<file path="config.mk">
export PLATFORM = sky130hd
export DESIGN_NAME = sys_uio_decoder_flat
export DESIGN_NICKNAME = d
export VERILOG_FILES = /design/src/rtl/sys_uio_decoder_if.sv /design/src/rtl/sys_uio_decoder.sv /design/src/flat_wrapper.sv
export SDC_FILE = /design/constraint.sdc
export NUM_CORES = 1
export LEC_CHECK = 0
export CAP_MARGIN = 10
export CORE_MARGIN = 2
export CORE_UTILIZATION = 30
export CTS_CLUSTER_DIAMETER = 50
export DETAILED_ROUTE_END_ITERATION = 10
export HOLD_SLACK_MARGIN = 0.05
export PLACE_DENSITY = 0.58
export SLEW_MARGIN = 5
export SYNTH_ARGS = -nofsm -noshare
export SYNTH_HDL_FRONTEND = slang
export SYNTH_SLANG_ARGS = --single-unit
</file>
<file path="constraint.sdc">
create_clock -name clk_sys -period 2.9 [get_ports clk_sys]
set_clock_uncertainty 0.15 [all_clocks]
set_input_delay 0.29 -clock clk_sys [delete_from_list [all_inputs] [get_ports clk_sys]]
set_output_delay 0.29 -clock clk_sys [all_outputs]
set_load 0.01 [all_outputs]
</file>
<file path="src/rtl/sys_uio_decoder_if.sv">
// HPS user-I/O word stream bundle between the gp_out sync stage and sys_uio_decoder.
// master = HPS side (drives transfer toggle, frame, data, stall); slave = decoder.
interface sys_uio_decoder_if;
    logic        io_clk;
    logic        io_uio;
    logic [15:0] io_din;
    logic        io_wait;
    logic        io_strobe;
    logic        io_ack;
    logic [15:0] io_dout;
    logic        io_wide;

    modport master (
        output io_clk, io_uio, io_din, io_wait,
        input  io_strobe, io_ack, io_dout, io_wide
    );

    modport slave (
        input  io_clk, io_uio, io_din, io_wait,
        output io_strobe, io_ack, io_dout, io_wide
    );
endinterface

</file>
<file path="src/rtl/sys_uio_decoder.sv">
// HPS user-I/O command decoder: handshake, cfg word, status bank and readback.
// Optional macro SYS_UIO_CHECKSUM_EN adds an XOR checksum of cmd 0x02 words, read by cmd 0x05.
module sys_uio_decoder #(
    parameter int          STATUS_WORDS = 4,
    parameter logic [15:0] CORE_ID      = 16'h00A4
) (
    input  logic                        clk_sys,
    input  logic                        reset_n,
    sys_uio_decoder_if.slave            uio,
    output logic [15:0]                 cfg,
    output logic                        cfg_ready,
    output logic [16*STATUS_WORDS-1:0]  status,
    output logic                        status_set
);
    localparam logic [0:0] ST_IDLE = 1'b0;
    localparam logic [0:0] ST_DATA = 1'b1;

    logic        rack_q, rack_d;
    logic        ack_q, ack_d;
    logic        old_strobe_q;
    logic [0:0]  state_q, state_d;
    logic [7:0]  cmd_q, cmd_d;
    logic [4:0]  idx_q, idx_d;
    logic [15:0] dout_q, dout_d;
    logic [15:0] cfg_q, cfg_d;
    logic        cfg_ready_q, cfg_ready_d;
    logic        status_set_q, status_set_d;
    logic [STATUS_WORDS-1:0][15:0] status_q, status_d;
    logic [15:0] csum_q, csum_d;

    logic        strobe;
    logic        xfer;
    logic        idx_valid;
    logic [15:0] rd_word;

    assign strobe        = ~rack_q & uio.io_clk;
    assign xfer          = strobe & ~old_strobe_q;
    assign idx_valid     = int'(idx_q) < STATUS_WORDS;
    assign uio.io_strobe = strobe;
    assign uio.io_ack    = ack_q;
    assign uio.io_dout   = dout_q;
    assign uio.io_wide   = 1'b1;
    assign cfg           = cfg_q;
    assign cfg_ready     = cfg_ready_q;
    assign status        = status_q;
    assign status_set    = status_set_q;

    always_comb begin
        rd_word = '0;
        for (int i = 0; i < STATUS_WORDS; i++) begin
            if (idx_q == 5'(i)) rd_word = status_q[i];
        end
    end

    // A pending strobe always advances the handshake so a stall can never swallow a word.
    always_comb begin
        rack_d = rack_q;
        ack_d  = ack_q;
        if (~uio.io_wait | strobe) begin
            rack_d = uio.io_clk;
            ack_d  = rack_q;
        end
    end

    always_comb begin
        state_d      = state_q;
        cmd_d        = cmd_q;
        idx_d        = idx_q;
        dout_d       = dout_q;
        cfg_d        = cfg_q;
        cfg_ready_d  = cfg_ready_q;
        status_d     = status_q;
        status_set_d = 1'b0;
        csum_d       = csum_q;
        if (!uio.io_uio) begin
            // Frame close wins over a coincident data word.
            state_d      = ST_IDLE;
            idx_d        = '0;
            status_set_d = (state_q == ST_DATA) && (cmd_q == 8'h02);
        end else if (xfer) begin
            if (state_q == ST_IDLE) begin
                cmd_d   = uio.io_din[7:0];
                idx_d   = '0;
                state_d = ST_DATA;
                if (uio.io_din[7:0] == 8'h02) csum_d = '0;
            end else begin
                case (cmd_q)
                    8'h01: begin
                        cfg_d       = uio.io_din;
                        cfg_ready_d = 1'b1;
                    end
                    8'h02: begin
                        for (int i = 0; i < STATUS_WORDS; i++) begin
                            if (idx_q == 5'(i)) status_d[i] = uio.io_din;
                        end
                        csum_d = csum_q ^ uio.io_din;
                    end
                    8'h03:   dout_d = idx_valid ? rd_word : 16'h0000;
                    8'h04:   dout_d = CORE_ID;
`ifdef SYS_UIO_CHECKSUM_EN
                    8'h05:   dout_d = csum_q;
`endif
                    default: dout_d = 16'h0000;
                endcase
                idx_d = (idx_q == 5'd31) ? idx_q : idx_q + 5'd1;
            end
        end
    end

    always_ff @(posedge clk_sys) begin
        if (!reset_n) begin
            rack_q       <= 1'b0;
            ack_q        <= 1'b0;
            old_strobe_q <= 1'b0;
            state_q      <= ST_IDLE;
            cmd_q        <= '0;
            idx_q        <= '0;
            dout_q       <= '0;
            cfg_q        <= '0;
            cfg_ready_q  <= 1'b0;
            status_q     <= '0;
            status_set_q <= 1'b0;
            csum_q       <= '0;
        end else begin
            rack_q       <= rack_d;
            ack_q        <= ack_d;
            old_strobe_q <= strobe;
            state_q      <= state_d;
            cmd_q        <= cmd_d;
            idx_q        <= idx_d;
            dout_q       <= dout_d;
            cfg_q        <= cfg_d;
            cfg_ready_q  <= cfg_ready_d;
            status_q     <= status_d;
            status_set_q <= status_set_d;
`ifdef SYS_UIO_CHECKSUM_EN
            csum_q       <= csum_d;
`else
            csum_q       <= '0;
`endif
        end
    end
endmodule

</file>
<file path="src/flat_wrapper.sv">
// flat-port wrapper written by rule: the top's interface ports become plain ports
module sys_uio_decoder_flat 
#(
    parameter int          STATUS_WORDS = 4,
    parameter logic [15:0] CORE_ID      = 16'h00A4
)
  (clk_sys, reset_n, cfg, cfg_ready, status, status_set, uio_io_clk, uio_io_uio, uio_io_din, uio_io_wait, uio_io_strobe, uio_io_ack, uio_io_dout, uio_io_wide);
  sys_uio_decoder_if uio_i ();
  input  logic clk_sys;
  input  logic reset_n;
  output logic [15:0] cfg;
  output logic cfg_ready;
  output logic [16*STATUS_WORDS-1:0] status;
  output logic status_set;
  input wire logic [$bits(uio_i.io_clk)-1:0] uio_io_clk;
  input wire logic [$bits(uio_i.io_uio)-1:0] uio_io_uio;
  input wire logic [$bits(uio_i.io_din)-1:0] uio_io_din;
  input wire logic [$bits(uio_i.io_wait)-1:0] uio_io_wait;
  output wire logic [$bits(uio_i.io_strobe)-1:0] uio_io_strobe;
  output wire logic [$bits(uio_i.io_ack)-1:0] uio_io_ack;
  output wire logic [$bits(uio_i.io_dout)-1:0] uio_io_dout;
  output wire logic [$bits(uio_i.io_wide)-1:0] uio_io_wide;
  assign uio_i.io_clk = uio_io_clk;
  assign uio_i.io_uio = uio_io_uio;
  assign uio_i.io_din = uio_io_din;
  assign uio_i.io_wait = uio_io_wait;
  assign uio_io_strobe = uio_i.io_strobe;
  assign uio_io_ack = uio_i.io_ack;
  assign uio_io_dout = uio_i.io_dout;
  assign uio_io_wide = uio_i.io_wide;
  sys_uio_decoder #(.STATUS_WORDS(STATUS_WORDS), .CORE_ID(CORE_ID)) u_core (.clk_sys(clk_sys), .reset_n(reset_n), .uio(uio_i), .cfg(cfg), .cfg_ready(cfg_ready), .status(status), .status_set(status_set));
endmodule
</file>
======== After elaboration in Yosys (flattened, before gate mapping) ========
Cells that the tools add are included.
W data, S select, Z words.
cells by class
  $add $sub $neg .......................... 1
  $mul .................................... 0
  divide/modulo/power cells ............... 0
  $lt $le $gt $ge ......................... 1
  equality and inequality tests ........... 9
  shifts and indexed selects .............. 0
  multiplexer cells ....................... 8
  bitwise operators ....................... 9
  reductions and logical operators ........ 13
operator list
  kind                   number
  $mux W16               5
  $pmux W16 S3           1
  $reduce_and A5 Y1      4
  $eq A8 B2 Y1 const B   2
  $eq A5 B2 Y1 const B   2
  $mux W5                2
  $eq A8 B1 Y1 const B   1
  $eq A8 B3 Y1 const B   1
  $reduce_and A4 Y1      2
  $not A1 Y1             6
  $add A5 B1 Y5 const B  1
  $eq A5 B1 Y1 const B   1
  $eq A5 B5 Y1 const B   1
  $logic_not A5 Y1       1
  $lt A5 B3 Y1 const B   1
  $reduce_and A2 Y1      2
  $reduce_or A2 Y1       2
  $reduce_and A3 Y1      1
  $and A1 B1 Y1          2
  $ne A2 B2 Y1 const B   1
  $logic_and A1 B1 Y1    1
  $or A1 B1 Y1           1
word-level totals
  register bits after elaboration ......... 115
  bits in latches ......................... 0
  RAM bits ................................ 0
  memory bits (read-only) ................. 0
  output and inout port bits .............. 101
  memories kept ........................... 0

======== Depth between registers and ports, before layout ========
Gate-level depths: netlist (run 1).
  word-level depth ........................ 7
  gate-level depth with buffers ........... 10

======== Worst setup path after synthesis (run 1) ========
No wires, ideal clock.
  kind .................................... register to register
  from .................................... register u_core.idx_q[0]
  to ...................................... register u_core.idx_q[3]
  arrival ................................. 2,012 ps
  data required time ...................... 2,624 ps
  path slack .............................. 612 ps
  stages on the path, launching flop included .. 11
  buffers on the path ..................... 3
  cells stage by stage .................... dfxtp_1 ha_1 clkbuf_1 clkbuf_1 and3_1 ha_1 clkbuf_1 nand4b_1 nor3_1 o21ai_0 a21oi_1
between the ends
  longest elaborated chain between the ends .. 3
  elaborated cells between the ends (all ways) .. 6
  classes of those cells .................. 1 x add/sub; 2 x eq/ne; 2 x mux; 1 x reduce/logical
ends and longest elaborated chain
  what                                                  line                    source
  start: declaration                                    sys_uio_decoder.sv:23   logic [4:0] idx_q, idx_d;
  start signal: assignment                              sys_uio_decoder.sv:130  idx_q <= idx_d;
  $add A5 B1 Y5 / $eq A5 B5 Y1 (equally long branches)  sys_uio_decoder.sv:105  idx_d = (idx_q == 5'd31) ? idx_q : idx_q + 5'd1;
  $mux W5 / $ne A2 B2 Y1 (equally long branches)        n/a
  $mux W5 / $reduce_and A2 Y1 (equally long branches)   n/a
Several ways; a longest one is shown, not always the timed one. The select of a mux whose other input is x is not followed.
A chain may end at the register's enable or synchronous reset.

======== Final worst setup path (run 1) ========
  from .................................... register u_core.idx_q[0]
  to ...................................... register u_core.status_q (netlist bit u_core.status[32])
between the ends
  longest elaborated chain between the ends .. 2
ends and longest elaborated chain
  what                         line                    source
  $eq A5 B2 Y1                 sys_uio_decoder.sv:94   if (idx_q == 5'(i)) status_d[i] = uio.io_din;
  $reduce_and A5 Y1 (no line)  n/a
  end signal: assignment       sys_uio_decoder.sv:134  status_q <= status_d;
  end: declaration             sys_uio_decoder.sv:28   logic [STATUS_WORDS-1:0][15:0] status_q, status_d;
Every way passes these cells.

==> flow_summary.json, run 1 <==
{
  "num_io_pins": 122,
  "cp_data_arrival_time_ns": 2.70,
  "detailedPlacementHpwl_um": 12100,
  "hold-path-endpoint": "u_core.uio.io_ack$_SDFFE_PN0P_",
  "postSynthCellCount": 584,
  "synth_area_leaders": "dfxtp_1 (44%), mux2i_1 (11%), nand2_1 (6.0%)",
  "final_net_count": 711,
  "critical_path.slowest_cell": "ha_1",
  "netlist_area_um2": 5250,
  "drt_pass1_iterations": 5,
  "number_of_buffers_added_by_the_clock_tree_synthesis_step": 17,
  "start_kind": "flip-flop",
  "worst_skew_pair.late_latency_ns": 0.41,
  "ys_async_sr_fraction_pct": 0,
  "globalRouteTotalUtil_pct": 18.4,
  "synth_nets": 610,
  "worst-r2r-setup-slack_ns": 0.34,
  "leading_cell_type_in_the_layout_fill_and_taps_excluded": "clkdlybuf4s50_1",
  "cts_resized": 0,
  "wl_per_cell_um": 18.2,
  "finalPower_uw": 3960,
  "detail_route.vias_per_cell": 5.16,
  "dp_worst_setup_slack_ns": 0.219,
  "post-cts-setup-buffer-count": 0,
  "worst_r2r_path_depth": 7,
  "postSynth.topFlopCell": "dfxtp_1",
  "portBuffers": 120,
  "cts-htree-levels": 4,
  "rsz0062_at_grt": "no",
  "placeableCoreArea_um2": 17200,
  "regToRegEndpoint": "u_core.status[32]$_SDFFE_PN0P_",
  "worst_hold_slack_after_final_layout_ns": 0.0750,
  "via_count": 4756,
  "layout_setup_ws_ns": 0.337,
  "crit_path_max_incr_delay_ns": 0.51,
  "netlist.top_cell.by_area": "dfxtp_1",
  "path_max_fanout": 21,
  "crit_chain": "inv_1 > ha_1 > nor4b_2 > buf_4 > nand2_1 > o21ai_0 > a21boi_0",
  "antenna_found_initial": 0,
  "layout.cells.most_common_list": "clkdlybuf4s50_1 (119), dfxtp_1 (115), nand2_1 (84), mux2i_1 (56), o21ai_0 (51)",
  "post_cts_hold_buffer_count": 0,
  "die_width_um": 136,
  "standard_cell_row_count": 48,
  "first_global_vias": 4710,
  "antenna_cells": 0,
  "globalplace.congestion": 0.828,
  "final_hold_viol_count": 0,
  "timing.critical_path.required_ns": 3.03,
  "maxSlewHeadroom_pct": 48.2,
  "initial_core_util_pct": 30.6,
  "ys_seq_elements": 115,
  "ys_seq_area_share_pct": 43.8,
  "synth.top_cell.area_share_pct": 43.8,
  "max_cap_violations": 0,
  "clkTransAtPathRegs_ns": 0.06,
  "cts_tree": "built",
  "power_per_cell_area_nw_per_um2": 545,
  "overflow": 0,
  "filler_cells_inserted": 1700,
  "hold_depth": 3,
  "dr.first_iter.drc_count": 275,
  "clock.fmax_ghz": 0.390,
  "layout_min_cycle_time_ns": 2.56,
  "die_h_um": 136,
  "yosys_warnings": 0,
  "final_max_slew_viol_count": 0,
  "drt.antenna.violating_nets": 0,
  "result_of_the_run": "finished, final reports clean",
  "syn2layout_area_growth_pct": 38.3,
  "global_route_wire_length_before_repair_um": 25900,
  "setup_violations": 0,
  "synth_edf_count": 0,
  "end_kind": "flip-flop",
  "pin_count_of_the_biggest_net_entering_global_routing": 109,
  "floorplan.die_area_um2": 18600,
  "regToRegStartpoint": "u_core.idx_q[0]$_SDFFE_PN0P_",
  "min_delay_worst_type": "input port to flip-flop",
  "synth.distinct_cells": 47,
  "final_worst_path_period_share_pct": 88.4,
  "drc": 0,
  "static-leakage-power_uw": 0.00279,
  "post_route_cells_drive_above_1_share_pct": 8.03,
  "ir_drop_mv": 0.470,
  "post_synth.cell_area_avg_um2": 8.99,
  "worstMarginPinSlew_ns": 0.778,
  "clockBufferDepth": 2,
  "critical_path_class": "flip-flop to flip-flop",
  "timing.hold.worst.start": "reset_n",
  "area_of_combinational_cells_with_multiple_inputs_um2": 2710,
  "totalWireLength_um": 16800,
  "regArea_um2": 2300,
  "final_setup_tns_ns": 0,
  "cts.sinks": 115,
  "root_buffer": "clkbuf_16"
}
[cells in the mapped netlist, drive strengths merged, types with 10 or more instances]
cell type	instances
dfxtp	115
nand2	84
mux2i	56
o21ai	51
clkbuf	43
a21boi	33
nand3	21
a21oi	19
nand4	17
nor2b	17
nor2	15
a32o	14
nand3b	14
nand2b	10
[worst max-delay path, delay by kind of cell (launching register included)]
kind / cells / cell delay [ns]
simple gates: 2 / 0.64
flops: 1 / 0.37
buf+inv: 2 / 0.41
fa+ha+maj: 1 / 0.51
compound gates: 2 / 0.36
[sequential cells by signal, summed over array words and instances, names as in the netlist, 5 cells and up]
signal              count
u_core.idx_q            5
u_core.status          64
u_core.uio.io_dout     16
u_core.cfg             16
u_core.cmd_q            8
[stage by stage]
step	area (um2)	utilization (%)	cells
2_1_floorplan	5250	-	584
3_3_place_gp	6650	38.7	891
3_5_place_dp	6650	38.7	891
4_1_cts	7260	42.3	922
5_1_grt	7260	42.3	922
6_report	7260	42.3	922
[where the power goes]
part,switching (uW),internal [uW]
Combinational,103,65.9
Sequential,10.7,1590
Clock,716,1470
[final cells by class]
type	count	share of cell area, %
multi-input combinational	411	37.4
sequential	115	31.7
timing repair buffer	134	18.3
clock buffer	21	6.34
tap	225	3.88
clock inverter	10	2.15
inverter	6	0.310
[logic make-up after synthesis]
| logic type | share of synthesized area, % |
|---|---|
| compound gates | 17.9 |
| xor+xnor | 0.334 |
| fa+ha+maj | 1.19 |
| buf+inv | 4.81 |
| flops | 43.8 |
| mux | 10.7 |
| other cells | 0.0714 |
| simple gates | 21.2 |
[worst max-delay path by stage]
stage                            startpoint                             end  slack [ns]
6_report       u_core.idx_q[0]$_SDFFE_PN0P_  u_core.status[32]$_SDFFE_PN0P_        0.34
5_1_grt        u_core.idx_q[0]$_SDFFE_PN0P_  u_core.status[32]$_SDFFE_PN0P_        0.04
4_1_cts        u_core.idx_q[0]$_SDFFE_PN0P_  u_core.status[32]$_SDFFE_PN0P_        0.33
3_5_place_dp                     uio_io_clk  u_core.status[63]$_SDFFE_PN0P_        0.22
3_3_place_gp                     uio_io_clk   u_core.status[8]$_SDFFE_PN0P_        0.27
2_1_floorplan  u_core.idx_q[0]$_SDFFE_PN0P_    u_core.idx_q[3]$_SDFFE_PN0P_        0.61
[metal layers]
metal / GRT usage [%] / share of wire [%] / up-vias / routed length [um]
met5: 0 / 0 / - / 0
met2: 30.7 / 50 / 135 / 8330
met3: 4.66 / 4.8 / 22 / 802
met1: 22.9 / 44 / 2317 / 7400
li1: - / - / 2282 / -
met4: 7.12 / 1.7 / 0 / 289
No activity file was read; power rests on OpenSTA's default activity.
==> run 2: changes to the inputs <==
- PLACE_DENSITY: 0.58 -> default
==> flow_summary.json, run 2 (synthesized netlist as in run 1, its figures left out) <==
{
  "result_of_the_run": "finished, final reports clean",
  "rsz0062_at_grt": "no",
  "standard_cell_row_count": 48,
  "finish.cell_count_without_fillers": 924,
  "leading_cell_type_in_the_layout_fill_and_taps_excluded": "clkdlybuf4s50_1",
  "cts.sinks": 115,
  "number_of_buffers_added_by_the_clock_tree_synthesis_step": 17,
  "clockBufferDepth": 2,
  "final_worst_path_period_share_pct": 85.3,
  "layout_min_cycle_time_ns": 2.47,
  "worst-r2r-setup-slack_ns": 0.43,
  "critical_path_class": "flip-flop to flip-flop",
  "static-leakage-power_uw": 0.00277,
  "max_cap_violations": 0,
  "worst_skew_pair.late_latency_ns": 0.41,
  "detail_route.vias_per_cell": 5.21,
  "ir_drop_mv": 0.398,
  "first_global_vias": 4769,
  "final_max_slew_viol_count": 0,
  "root_buffer": "clkbuf_16",
  "worstMarginPinSlew_ns": 0.798,
  "finalInstanceArea_um2": 7220,
  "portBuffers": 120,
  "filler_cells_inserted": 1681,
  "final_setup_tns_ns": 0,
  "post_route_cells_drive_above_1_share_pct": 8.15,
  "drt.antenna.violating_nets": 0,
  "dp.cells": 892,
  "dr.first_iter.drc_count": 302,
  "num_io_pins": 122,
  "flip_flop_count_of_the_largest_register_all_copies_and_words_added": 64,
  "antenna_cells": 0,
  "via_count": 4813,
  "detailedPlacementHpwl_um": 12100,
  "clkTransAtPathRegs_ns": 0.05,
  "start_kind": "flip-flop",
  "cp_data_arrival_time_ns": 2.61,
  "placeableCoreArea_um2": 17200,
  "final_hold_viol_count": 0,
  "drc": 0,
  "maxSlewHeadroom_pct": 46.8,
  "timing.critical_path.required_ns": 3.04,
  "layout.cells.most_common_list": "clkdlybuf4s50_1 (119), dfxtp_1 (115), nand2_1 (84), mux2i_1 (56), o21ai_0 (51)",
  "place_area_um2": 6640,
  "post-cts-setup-buffer-count": 0,
  "global_route_wire_length_before_repair_um": 26200,
  "cts_tree": "built",
  "initial_core_util_pct": 30.6,
  "power_per_cell_area_nw_per_um2": 521,
  "syn2layout_area_growth_pct": 37.4,
  "globalplace.congestion": 0.855,
  "end_kind": "flip-flop",
  "final_net_count": 713,
  "globalRouteTotalUtil_pct": 18.6,
  "worst_r2r_path_depth": 6,
  "min_delay_worst_type": "flip-flop to flip-flop",
  "path_max_fanout": 16,
  "pin_count_of_the_biggest_net_entering_global_routing": 63,
  "hold_depth": 1,
  "die_h_um": 136,
  "setup_violations": 0,
  "antenna_found_initial": 0,
  "floorplan.die_area_um2": 18600,
  "drt_pass1_iterations": 5,
  "cts-htree-levels": 4,
  "totalWireLength_um": 16700,
  "wl_per_cell_um": 18.1,
  "die_width_um": 136,
  "clock.fmax_ghz": 0.404,
  "overflow": 0
}
-- run 2: routing by layer --
metal	wire length (um)	vias to the layer above	part of all wire (%)	track usage, %
met1	7320	2309	44	23.0
met4	465	0	2.8	7.81
li1	-	2288	-	-
met5	0	-	0	0
met3	1060	35	6.3	5.26
met2	7900	181	47	30.3
-- run 2: path summary, 6_finish.rpt --
| path | startpoint | endpoint |
|---|---|---|
| worst min-delay path | u_core.uio.io_dout[12]$_SDFFE_PN0P_ | u_core.uio.io_dout[12]$_SDFFE_PN0P_ |
| worst max register to register | u_core.idx_q[0]$_SDFFE_PN0P_ | u_core.status[41]$_SDFFE_PN0P_ |
| worst max-delay path | u_core.idx_q[0]$_SDFFE_PN0P_ | u_core.status[41]$_SDFFE_PN0P_ |
| worst min register to register | u_core.uio.io_dout[12]$_SDFFE_PN0P_ | u_core.uio.io_dout[12]$_SDFFE_PN0P_ |
-- run 2: layout make-up --
class / instances / area [um2] / share of cell area [%]
clock inverters: 11 / 111 / 1.54
flip-flops and latches: 115 / 2300 / 31.9
repair buffers: 136 / 1330 / 18.4
well taps: 225 / 282 / 3.90
inverters: 6 / 22.5 / 0.312
multi-input cells: 411 / 2720 / 37.7
clock buffers: 20 / 447 / 6.19
-- run 2: power by group --
group	switching (uW)	total [uW]	internal [uW]
registers	10.8	1600	1590
logic	103	168	65.8
clock network	718	1990	1270
total	831	3760	2930
-- run 2: worst max-delay path: stages (launching register included) --
cell	delay, ns
dfxtp_1	0.37
inv_1	0.10
ha_1	0.43
nor4b_4	0.48
nand2_1	0.41
o21ai_0	0.29
a21boi_0	0.11
-- run 2: stage by stage --
stage	hold slack, ns	setup WS [ns]	power (uW)	utilization [%]
6_report	0.316	0.426	3760	42.0
5_1_grt	0.342	0.146	3870	42.0
4_1_cts	0.320	0.160	3780	42.0
3_5_place_dp	0.307	0.160	1800	38.7
3_3_place_gp	0.305	0.275	1800	38.7
2_1_floorplan	0.279	0.612	1730	-
-- run 2: what timing repair did --
item                                    4_1_cts  5_1_grt
hold buffers                                  1        0
gates resized for setup                       0        1
hold endpoints to repair                      1        0
endpoints found under the setup margin        0       13
==> run 3: changes to the inputs <==
- ABC_AREA: default -> 1
- CTS_CLUSTER_DIAMETER: 50 -> 120
==> flow_summary.json, run 3 <==
{
  "result_of_the_run": "finished, final reports clean",
  "die_h_um": 135,
  "layout_min_cycle_time_ns": 2.31,
  "num_io_pins": 122,
  "synth_edf_count": 0,
  "worst_hold_slack_after_final_layout_ns": 0.293,
  "crit_path_max_incr_delay_ns": 0.43,
  "end_kind": "flip-flop",
  "worst-r2r-setup-slack_ns": 0.59,
  "cts.sinks": 115,
  "synth.top_cell.area_share_pct": 44.5,
  "synth_area_leaders": "dfxtp_1 (44%), nand2_1 (7.8%), inv_1 (6.9%)",
  "endpoint": "u_core.idx_q[4]$_SDFFE_PN0P_",
  "leading_cell_type_in_the_layout_fill_and_taps_excluded": "clkdlybuf4s50_1",
  "finalInstanceArea_um2": 7030,
  "ir_drop_mv": 0.408,
  "placeableCoreArea_um2": 17100,
  "critical_path_class": "flip-flop to flip-flop",
  "post_cts_hold_buffer_count": 0,
  "final_max_slew_viol_count": 0,
  "antenna_cells": 0,
  "start_kind": "flip-flop",
  "crit_family": "buffers and inverters",
  "ys_async_sr_fraction_pct": 0,
  "netlist_top_cells_count": "dfxtp_1 (115), nand2_1 (107), inv_1 (95)",
  "post-cts-setup-buffer-count": 0,
  "hold_depth": 2,
  "cts_resized": 0,
  "overflow": 0,
  "postSynth.topFlopCell": "dfxtp_1",
  "synth_nets": 732,
  "finish.cell_count_without_fillers": 1051,
  "detail_route.vias_per_cell": 4.48,
  "global_route_wire_length_before_repair_um": 23900,
  "rsz0062_at_grt": "no",
  "static-leakage-power_uw": 0.00276,
  "final_setup_tns_ns": 0,
  "drt_pass1_iterations": 5,
  "crit_chain": "ha_1 > buf_4 > inv_1 > nor3_1 > ha_1 > inv_1 > o21ai_1 > inv_1 > nand3_1 > a21oi_1",
  "cts-htree-levels": 4,
  "portBuffers": 120,
  "maxSlewHeadroom_pct": 52.1,
  "critPathLaunch": "u_core.idx_q[0]$_SDFFE_PN0P_",
  "cp_data_arrival_time_ns": 2.45,
  "number_of_buffers_added_by_the_clock_tree_synthesis_step": 17,
  "netlist_area_um2": 5180,
  "worst_skew_pair.late_latency_ns": 0.41,
  "first_global_vias": 4280,
  "pin_count_of_the_biggest_net_entering_global_routing": 76,
  "regToRegStartpoint": "u_core.idx_q[0]$_SDFFE_PN0P_",
  "synth.distinct_cells": 35,
  "postSynthCellCount": 706,
  "dr.first_iter.drc_count": 315,
  "globalRouteTotalUtil_pct": 17.1,
  "yosys.cell_count.top_type": "dfxtp_1",
  "flip_flop_count_of_the_largest_register_all_copies_and_words_added": 64,
  "detailedPlacementHpwl_um": 11100,
  "ys_seq_area_share_pct": 44.5,
  "max_cap_violations": 0,
  "die_width_um": 135,
  "ys_seq_elements": 115,
  "yosys_warnings": 0,
  "root_buffer": "clkbuf_16",
  "initial_core_util_pct": 30.4,
  "cp.depth": 10,
  "drt.antenna.violating_nets": 0,
  "path_max_fanout": 17,
  "floorplan.die_area_um2": 18300,
  "timing.critical_path.mode_cell": "inv_1",
  "cp_num_buf_inv": 4,
  "clkTransAtPathRegs_ns": 0.05,
  "min_delay_worst_type": "flip-flop to flip-flop",
  "totalWireLength_um": 15400,
  "antenna_found_initial": 0,
  "worst_r2r_path_depth": 10,
  "final_hold_viol_count": 0,
  "final_net_count": 841,
  "dp.cells": 1021,
  "wl_per_cell_um": 14.6,
  "worstMarginPinSlew_ns": 0.714,
  "standard_cell_row_count": 48,
  "clock.fmax_ghz": 0.434,
  "cts_tree": "built",
  "critical_path.slowest_cell": "o21ai_1",
  "post_route_cells_drive_above_1_share_pct": 9.20,
  "final_worst_path_period_share_pct": 79.5,
  "syn2layout_area_growth_pct": 35.8,
  "timing.critical_path.required_ns": 3.05,
  "clockBufferDepth": 2,
  "power_per_cell_area_nw_per_um2": 515,
  "drc": 0,
  "via_count": 4704,
  "globalplace.congestion": 0.884,
  "netlist.top_cell.by_area": "dfxtp_1",
  "layout.cells.most_common_list": "clkdlybuf4s50_1 (119), dfxtp_1 (115), nand2_1 (107), inv_1 (95), nor2_1 (93)",
  "setup_violations": 0,
  "regToRegEndpoint": "u_core.idx_q[4]$_SDFFE_PN0P_",
  "place_area_um2": 6510,
  "post_synth.cell_area_avg_um2": 7.33
}
-- run 3: cell count changes after synthesis, sizes merged, moves of 20 or more --
cell	change
a21boi	-33
nand2	+27
inv	+99
clkbuf	-29
nand3	+20
mux2i	-56
a21oi	+46
nor2	+86
o21ai	+39
-- run 3: kinds of logic (layout without fill, tap and decap cells) --
kind of cell,after synthesis,count (layout),share of synthesized area [%]
AND/OR/NAND/NOR,264,264,23.1
AO/OA/AOI/OAI,176,176,19.4
buffers and inverters,145,265,11.8
flip-flops,115,115,44.5
adder cells (fa/ha/maj),5,5,1.21
other,1,1,0.0724
-- run 3: final cells by class --
type | instances | area, um2
clock buffers | 25 | 495
repair buffers | 129 | 1260
multi-input cells | 446 | 2260
flip-flops and latches | 115 | 2300
inverters | 106 | 400
fillers | 1775 | 10000
clock inverters | 5 | 27.5
well taps | 225 | 282
-- run 3: worst min path at each step --
stage | start | end
after floorplan | uio_io_uio | u_core.status_set$_SDFF_PP0_
after global placement | u_core.cmd_q[4]$_SDFFE_PN0P_ | u_core.cmd_q[4]$_SDFFE_PN0P_
after detailed placement | u_core.cmd_q[4]$_SDFFE_PN0P_ | u_core.cmd_q[4]$_SDFFE_PN0P_
after CTS | u_core.cmd_q[4]$_SDFFE_PN0P_ | u_core.cmd_q[4]$_SDFFE_PN0P_
after global routing | u_core.cmd_q[7]$_SDFFE_PN0P_ | u_core.cmd_q[7]$_SDFFE_PN0P_
final | u_core.cmd_q[4]$_SDFFE_PN0P_ | u_core.cmd_q[4]$_SDFFE_PN0P_
-- run 3: routing by layer --
layer / GRT usage (%) / share of wire (%)
met5: 0 / 0
met4: 6.89 / 1.8
met3: 5.16 / 7.2
met2: 23.7 / 41
met1: 24.6 / 50
-- run 3: stage by stage --
step                util [%]  setup slack, ns  power, uW
floorplan                  -            0.914       1720
global placement        38.2            0.568       1790
detailed placement      38.2            0.462       1800
CTS                     41.2            0.617       3660
global route            41.2            0.429       3750
finish                  41.2            0.594       3620
-- run 3: worst register-to-register path: stages, from the launching register on --
cell	delay, ns
dfxtp_1	0.41
ha_1	0.17
buf_4	0.23
inv_1	0.10
nor3_1	0.16
ha_1	0.17
inv_1	0.04
o21ai_1	0.43
inv_1	0.15
nand3_1	0.11
a21oi_1	0.06
-- run 3: report_power, final --
| group | total (uW) | internal (uW) | switching [uW] |
|---|---|---|---|
| sequential | 1600 | 1590 | 7.35 |
| clock | 1860 | 1160 | 696 |
| combinational | 163 | 54.2 | 109 |
| total | 3620 | 2810 | 813 |
